### src/rtl/icache_dm_param_if.sv
// Fetch/bus-side signal bundle for icache_dm_param. The flush wire exists only when
// ICACHE_FLUSH_EN is defined.
interface icache_dm_param_if #(
  parameter int LINE_BYTES = 32,
  parameter int NUM_SETS   = 16,
  parameter int TAG_W      = 6
);
  localparam int OFF_W  = $clog2(LINE_BYTES);
  localparam int IDX_W  = $clog2(NUM_SETS);
  localparam int ADDR_W = TAG_W + IDX_W + OFF_W;
  localparam int LINE_W = LINE_BYTES * 8;

  logic              ren;
  logic [IDX_W-1:0]  index;
  logic [TAG_W-1:0]  tag;
  logic              ic_exp;
  logic [LINE_W-1:0] r_data;
  logic              ic_hit;
  logic              ic_miss;
  logic              mem_req;
  logic [ADDR_W-1:0] mem_addr;
  logic              mem_ack;
  logic [LINE_W-1:0] mem_fill_data;
`ifdef ICACHE_FLUSH_EN
  logic              flush;

  modport master (output ren, index, tag, ic_exp, mem_ack, mem_fill_data, flush,
                  input  r_data, ic_hit, ic_miss, mem_req, mem_addr);
  modport slave  (input  ren, index, tag, ic_exp, mem_ack, mem_fill_data, flush,
                  output r_data, ic_hit, ic_miss, mem_req, mem_addr);
`else
  modport master (output ren, index, tag, ic_exp, mem_ack, mem_fill_data,
                  input  r_data, ic_hit, ic_miss, mem_req, mem_addr);
  modport slave  (input  ren, index, tag, ic_exp, mem_ack, mem_fill_data,
                  output r_data, ic_hit, ic_miss, mem_req, mem_addr);
`endif
endinterface

### src/rtl/icache_dm_param.sv
// Direct-mapped instruction cache with a single-outstanding-miss refill FSM.
// Optional ICACHE_FLUSH_EN adds a whole-cache invalidate (deferred while a miss is in flight).
module icache_dm_param #(
  parameter int LINE_BYTES = 32,
  parameter int NUM_SETS   = 16,
  parameter int TAG_W      = 6
) (
  input  logic               clk,
  input  logic               rst,
  icache_dm_param_if.slave   bus
);
  localparam int OFF_W  = $clog2(LINE_BYTES);
  localparam int IDX_W  = $clog2(NUM_SETS);
  localparam int ADDR_W = TAG_W + IDX_W + OFF_W;
  localparam int LINE_W = LINE_BYTES * 8;

  typedef enum logic [1:0] {S_IDLE, S_REQ, S_FILL} state_t;

  state_t              r_state;
  logic [NUM_SETS-1:0] r_valid;
  logic [TAG_W-1:0]    r_tags  [NUM_SETS];
  logic [LINE_W-1:0]   r_lines [NUM_SETS];
  logic                r_mem_req;
  logic [ADDR_W-1:0]   r_mem_addr;
`ifdef ICACHE_FLUSH_EN
  logic                r_flush_pend;
`endif

  logic              w_hit;
  logic              w_idle;
  logic              w_start;
  logic [IDX_W-1:0]  w_fill_idx;
  logic [TAG_W-1:0]  w_fill_tag;

  assign w_hit      = r_valid[bus.index] && (r_tags[bus.index] == bus.tag);
  assign w_idle     = (r_state == S_IDLE);
  assign w_start    = w_idle && bus.ren && !w_hit && !bus.ic_exp;
  // The refill target comes only from the latched request address.
  assign w_fill_idx = r_mem_addr[OFF_W +: IDX_W];
  assign w_fill_tag = r_mem_addr[ADDR_W-1 -: TAG_W];

  assign bus.r_data   = r_lines[bus.index];
  assign bus.ic_hit   = bus.ren && w_hit && w_idle;
  assign bus.ic_miss  = w_idle ? (bus.ren && !bus.ic_exp && !w_hit) : 1'b1;
  assign bus.mem_req  = r_mem_req;
  assign bus.mem_addr = r_mem_addr;

  // Line storage carries no reset; only the valid bits decide what is live.
  always_ff @(posedge clk) begin
    if (r_state == S_REQ && bus.mem_ack) begin
      r_lines[w_fill_idx] <= bus.mem_fill_data;
      r_tags[w_fill_idx]  <= w_fill_tag;
    end
  end

  always_ff @(posedge clk or posedge rst) begin
    if (rst) begin
      r_state      <= S_IDLE;
      r_valid      <= '0;
      r_mem_req    <= 1'b0;
      r_mem_addr   <= '0;
`ifdef ICACHE_FLUSH_EN
      r_flush_pend <= 1'b0;
`endif
    end else begin
      case (r_state)
        S_IDLE: begin
`ifdef ICACHE_FLUSH_EN
          if (bus.flush) r_valid <= '0;
`endif
          if (w_start) begin
            r_mem_addr <= {bus.tag, bus.index, {OFF_W{1'b0}}};
            r_mem_req  <= 1'b1;
            r_state    <= S_REQ;
          end
        end
        S_REQ: begin
`ifdef ICACHE_FLUSH_EN
          if (bus.flush) r_flush_pend <= 1'b1;
`endif
          if (bus.mem_ack) begin
            r_valid[w_fill_idx] <= 1'b1;
            r_mem_req           <= 1'b0;
            r_state             <= S_FILL;
          end
        end
        S_FILL: begin
          // A flush seen during the miss also kills the line just written.
`ifdef ICACHE_FLUSH_EN
          if (bus.flush || r_flush_pend) begin
            r_valid      <= '0;
            r_flush_pend <= 1'b0;
          end
`endif
          r_state <= S_IDLE;
        end
        default: r_state <= S_IDLE;
      endcase
    end
  end
endmodule
### src/flat_wrapper.sv
// flat-port wrapper written by rule: the top's interface ports become plain ports
module icache_dm_param_flat 
#(
  parameter int LINE_BYTES = 32,
  parameter int NUM_SETS   = 16,
  parameter int TAG_W      = 6
)
  (clk, rst, bus_ren, bus_index, bus_tag, bus_ic_exp, bus_mem_ack, bus_mem_fill_data, bus_r_data, bus_ic_hit, bus_ic_miss, bus_mem_req, bus_mem_addr);
  icache_dm_param_if #(.LINE_BYTES(LINE_BYTES), .NUM_SETS(NUM_SETS), .TAG_W(TAG_W)) bus_i ();
  input  logic clk;
  input  logic rst;
  input wire logic [$bits(bus_i.ren)-1:0] bus_ren;
  input wire logic [$bits(bus_i.index)-1:0] bus_index;
  input wire logic [$bits(bus_i.tag)-1:0] bus_tag;
  input wire logic [$bits(bus_i.ic_exp)-1:0] bus_ic_exp;
  input wire logic [$bits(bus_i.mem_ack)-1:0] bus_mem_ack;
  input wire logic [$bits(bus_i.mem_fill_data)-1:0] bus_mem_fill_data;
  output wire logic [$bits(bus_i.r_data)-1:0] bus_r_data;
  output wire logic [$bits(bus_i.ic_hit)-1:0] bus_ic_hit;
  output wire logic [$bits(bus_i.ic_miss)-1:0] bus_ic_miss;
  output wire logic [$bits(bus_i.mem_req)-1:0] bus_mem_req;
  output wire logic [$bits(bus_i.mem_addr)-1:0] bus_mem_addr;
  assign bus_i.ren = bus_ren;
  assign bus_i.index = bus_index;
  assign bus_i.tag = bus_tag;
  assign bus_i.ic_exp = bus_ic_exp;
  assign bus_i.mem_ack = bus_mem_ack;
  assign bus_i.mem_fill_data = bus_mem_fill_data;
  assign bus_r_data = bus_i.r_data;
  assign bus_ic_hit = bus_i.ic_hit;
  assign bus_ic_miss = bus_i.ic_miss;
  assign bus_mem_req = bus_i.mem_req;
  assign bus_mem_addr = bus_i.mem_addr;
  icache_dm_param #(.LINE_BYTES(LINE_BYTES), .NUM_SETS(NUM_SETS), .TAG_W(TAG_W)) u_core (.clk(clk), .rst(rst), .bus(bus_i));
endmodule
### config.mk
export PLATFORM = sky130hd
export DESIGN_NAME = icache_dm_param_flat
export DESIGN_NICKNAME = d
export VERILOG_FILES = /design/src/rtl/icache_dm_param_if.sv /design/src/rtl/icache_dm_param.sv /design/src/flat_wrapper.sv
export SDC_FILE = /design/constraint.sdc
export NUM_CORES = 2
export LEC_CHECK = 0
export CELL_PAD_IN_SITES_DETAIL_PLACEMENT = 0
export CELL_PAD_IN_SITES_GLOBAL_PLACEMENT = 1
export CORE_UTILIZATION = 59
export CTS_CLUSTER_DIAMETER = 60
export DETAILED_ROUTE_END_ITERATION = 12
export PLACE_DENSITY = 0.95
export SETUP_SLACK_MARGIN = 0.02
export SLEW_MARGIN = 10
export SYNTH_ARGS = -nofsm -noshare
export SYNTH_HDL_FRONTEND = slang
export SYNTH_MEMORY_MAX_BITS = 65536
export SYNTH_SLANG_ARGS = --single-unit
### constraint.sdc
create_clock -name clk -period 32.5 [get_ports clk]
set_clock_uncertainty 0.2 [all_clocks]
set_input_delay 6.5 -clock clk [delete_from_list [all_inputs] [get_ports clk]]
set_output_delay 6.5 -clock clk [all_outputs]
set_load 0.02 [all_outputs]
==> results.md <==
* Global-route wire length before repair at 594000 um
* Status: finished, violations left
* Final worst slack at 12.88 ns
* Clock sinks at 4221
* Maximum clock path buffer count at 4
* Adder-Cell Fraction of Synth Area at 0%
* Via Count at 75220
* Post-cts resize count at 0
* Final min period at 19.62 ns
* Final #Nets at 7046
* Routed length per placed instance at 39.79 um
* Most frequent cells in the layout: 4192 x edfxtp_1, 1289 x mux4_2, 535 x clkdlybuf4s50_1
* Core Region at 0.2660 sq mm
* CP required at 25.80 ns
* Clock buffer count from CTS at 404
* Die height at 520.0 um
* Die footprint at 0.2703 sq mm
* Worst Hold Class: flop to flop
* # setup viols final at 0
* Synthesized cell area at 0.1583 sq mm
* Row cnt at 189
* Delay-heaviest family, CP: buffers and inverters
* Worst path arrival time at 12.92 ns
* Initial drt markers at 10750
* Failing checks: DRC
* Clock Latency Late Sink at 0.93 ns
* CTS tree: built
* Simple-gate share of the synthesized area at 0.2798%
* RSZ-0062 raised after global routing: false
* Worst Path Buf+Inv at 7
* CP max stage delay at 0.98 ns
* First-pass iteration count of the detailed router at 9
* Crit path kind: primary input to output port
* Total grt overflow at 0
* Layout area overhead at 14.66%
* IO buf count at 539
* GPL Wtd Cong at 0.7562
* Flip-flop and latch count after synthesis at 4221
* Worst Tran Pin Value at 1.381 ns
* Synthesized instance count at 6001
* Root buffer cell: clkbuf_16
* Post-synthesis xor/xnor area fraction at 0.03873%
* Most Frequent Cell on Critical Path: buf_4
* Syn Area/Cell at 26.38 sq um
* Largest family of logic cells by synthesized area: multiplexers
* Die Wd at 520.0 um
* Routed WL at 425700 um
* DRC at 3
* Fin crit share at 60.37%
* Post-CTS setup buffers at 0
* Hold-fix buffers, CTS at 0
* Compound-cell area share of the yosys netlist at 0.1676%
* Vias in the first global route at 77250
* Max Slew Vio Count at 0
* IO Count at 545
* Slowest CP cell: buf_4
* Worst-path clk slew at 0.06 ns
* Critical Path End Type: output port
* Dpl ws at 13.12 ns
* Crit path cell chain: buf_8 > buf_4 > buf_4 > buf_4 > buf_4 > buf_4 > mux4_2 > mux4_2 > clkdlybuf4s50_1
* Most common cell after layout, fill and taps aside: edfxtp_1
* Largest net degree at the start of global routing at 185
* Final setup TNS at 0 ns
* Area after DPL at 0.1683 sq mm
* Achievable frequency at 0.05097 GHz
* Antenna violations before repair at 69
* CTS H-tree lvls at 5
* Vias per inst at 7.032
* Gr usage total at 31.58%
* Crit start category: primary input
* Cell variety after synth at 37
* Dpl hpwl at 198300 um
* Final non-filler cell area at 0.1815 sq mm
* P per Cell Area at 64.00 mW/mm^2
* Share of layout cells above drive strength 1 at 28.92%
* Crit Path Max Fanout at 75
* Tot Pwr at 11.62 mW
* Initial Util at 59.50%
* Count of maximum capacitance violations at 0
* Hold Fails Final Rpt at 0
* Peak supply drop at 0.07793 mV
* Leak at 56.15 nW
* Final ANT Viol Nets at 0
* Mux contribution to synthesized area at 18.75%
* Rel. slew slack at 7.932%
* Seq/Total Area, Yosys at 79.99%
* Yosys warnings at 0
==> cell type report <==
class / instances / area [sq um]
Sequential cell: 4221 / 126600
Fill cell: 14560 / 84550
Multi-Input combinational cell: 1474 / 30570
Clock buffer: 474 / 10480
Timing Repair Buffer: 670 / 6636
Tap cell: 3533 / 4420
Clock inverter: 269 / 2621
Antenna cell: 52 / 130.1
Inverter: 4 / 15.01
==> synthesized netlist by cell type (all sizes together) <==
master | number | share of area, %
nor2b | 16 | 0.063
nand3b | 1 | 0.0047
o21ai | 3 | 0.017
o32ai | 1 | 0.0055
clkbuf | 174 | 0.41
a21oi | 19 | 0.060
a211oi | 16 | 0.076
mux2i | 31 | 0.20
buf | 132 | 0.35
nor2 | 19 | 0.045
mux4 | 1296 | 18
nand2 | 11 | 0.026
nor3 | 8 | 0.025
nor3b | 1 | 0.0047
nand3 | 2 | 0.0063
nand2b | 3 | 0.012
or2 | 17 | 0.067
o2111ai | 1 | 0.0055
or4 | 1 | 0.0047
dfrtp | 29 | 0.46
inv | 4 | 0.0095
nor4b | 1 | 0.0055
and3 | 1 | 0.0040
edfxtp | 4192 | 80
conb | 1 | 0.0024
or3 | 2 | 0.011
xnor2 | 7 | 0.039
a31oi | 1 | 0.0040
mux2 | 11 | 0.095
==> layer usage <==
| layer | routed length (um) | share of wire, % | global-route usage [%] | vias to the layer above |
|---|---|---|---|---|
| met2 | 221300 | 52 | 53.61 | 6245 |
| met4 | 23650 | 5.6 | 16.45 | 40 |
| met1 | 138600 | 33 | 38.77 | 39780 |
| li1 | - | - | - | 28030 |
| met3 | 41910 | 9.8 | 6.311 | 1119 |
| met5 | 256 | 0.060 | 0 | - |
==> worst reg2reg max path, delay by kind of cell, from the launching register on <==
| family | cells | cell delay [ns] |
|---|---|---|
| simple gates | 4 | 1.16 |
| flops | 1 | 0.37 |
| buf+inv | 3 | 2.74 |
==> state kept, by name (all words and copies together) (netlist names) <==
signal               count
u_core.r_lines        4096
u_core.r_tags           96
u_core.r_valid          16
u_core.bus.mem_addr     10
u_core.r_state           2
u_core.bus.mem_req       1
==> per-stage QoR <==
step                      util [%]  hold slack (ns)  std cells
final                        68.22           0.2621      10700
after global routing         68.21           0.2671      10690
after CTS                    68.17           0.2641      10650
after detailed placement     63.24           0.2491       9902
after global placement       63.24           0.2458       9901
after floorplan                  -           0.2337       6005
==> power by group <==
part | internal, mW | switching [mW] | total, mW
combinational | 0.309 | 0.432 | 0.740
clock | 2.61 | 2.10 | 4.72
sequential | 6.11 | 0.0499 | 6.16
==> final timing paths <==
check	start	endpoint	slack (ns)	depth (start not counted)
max	bus_index[1]	bus_r_data[224]	12.88	9
min reg2reg	u_core.r_valid[13]	u_core.r_valid[13]	0.26	1
max in group asynchronous	rst	u_core.r_valid[11]	25.92	3
max reg2reg	u_core.r_state[1]	u_core.r_lines[3][5]	27.60	7
min	u_core.r_valid[13]	u_core.r_valid[13]	0.26	1
min in group asynchronous	rst	u_core.bus.mem_addr[9]	5.84	3
==> kinds of logic (layout without fill, tap and decap cells) <==
group,count (synthesis),count (layout)
AO/OA/AOI/OAI,41,41
XOR/XNOR,7,7
buffers and inverters,310,1417
flip-flops,4221,4221
multiplexers,1338,1338
other,1,57
AND/OR/NAND/NOR,83,83
Note: power is estimated with default switching activity, not from simulation.
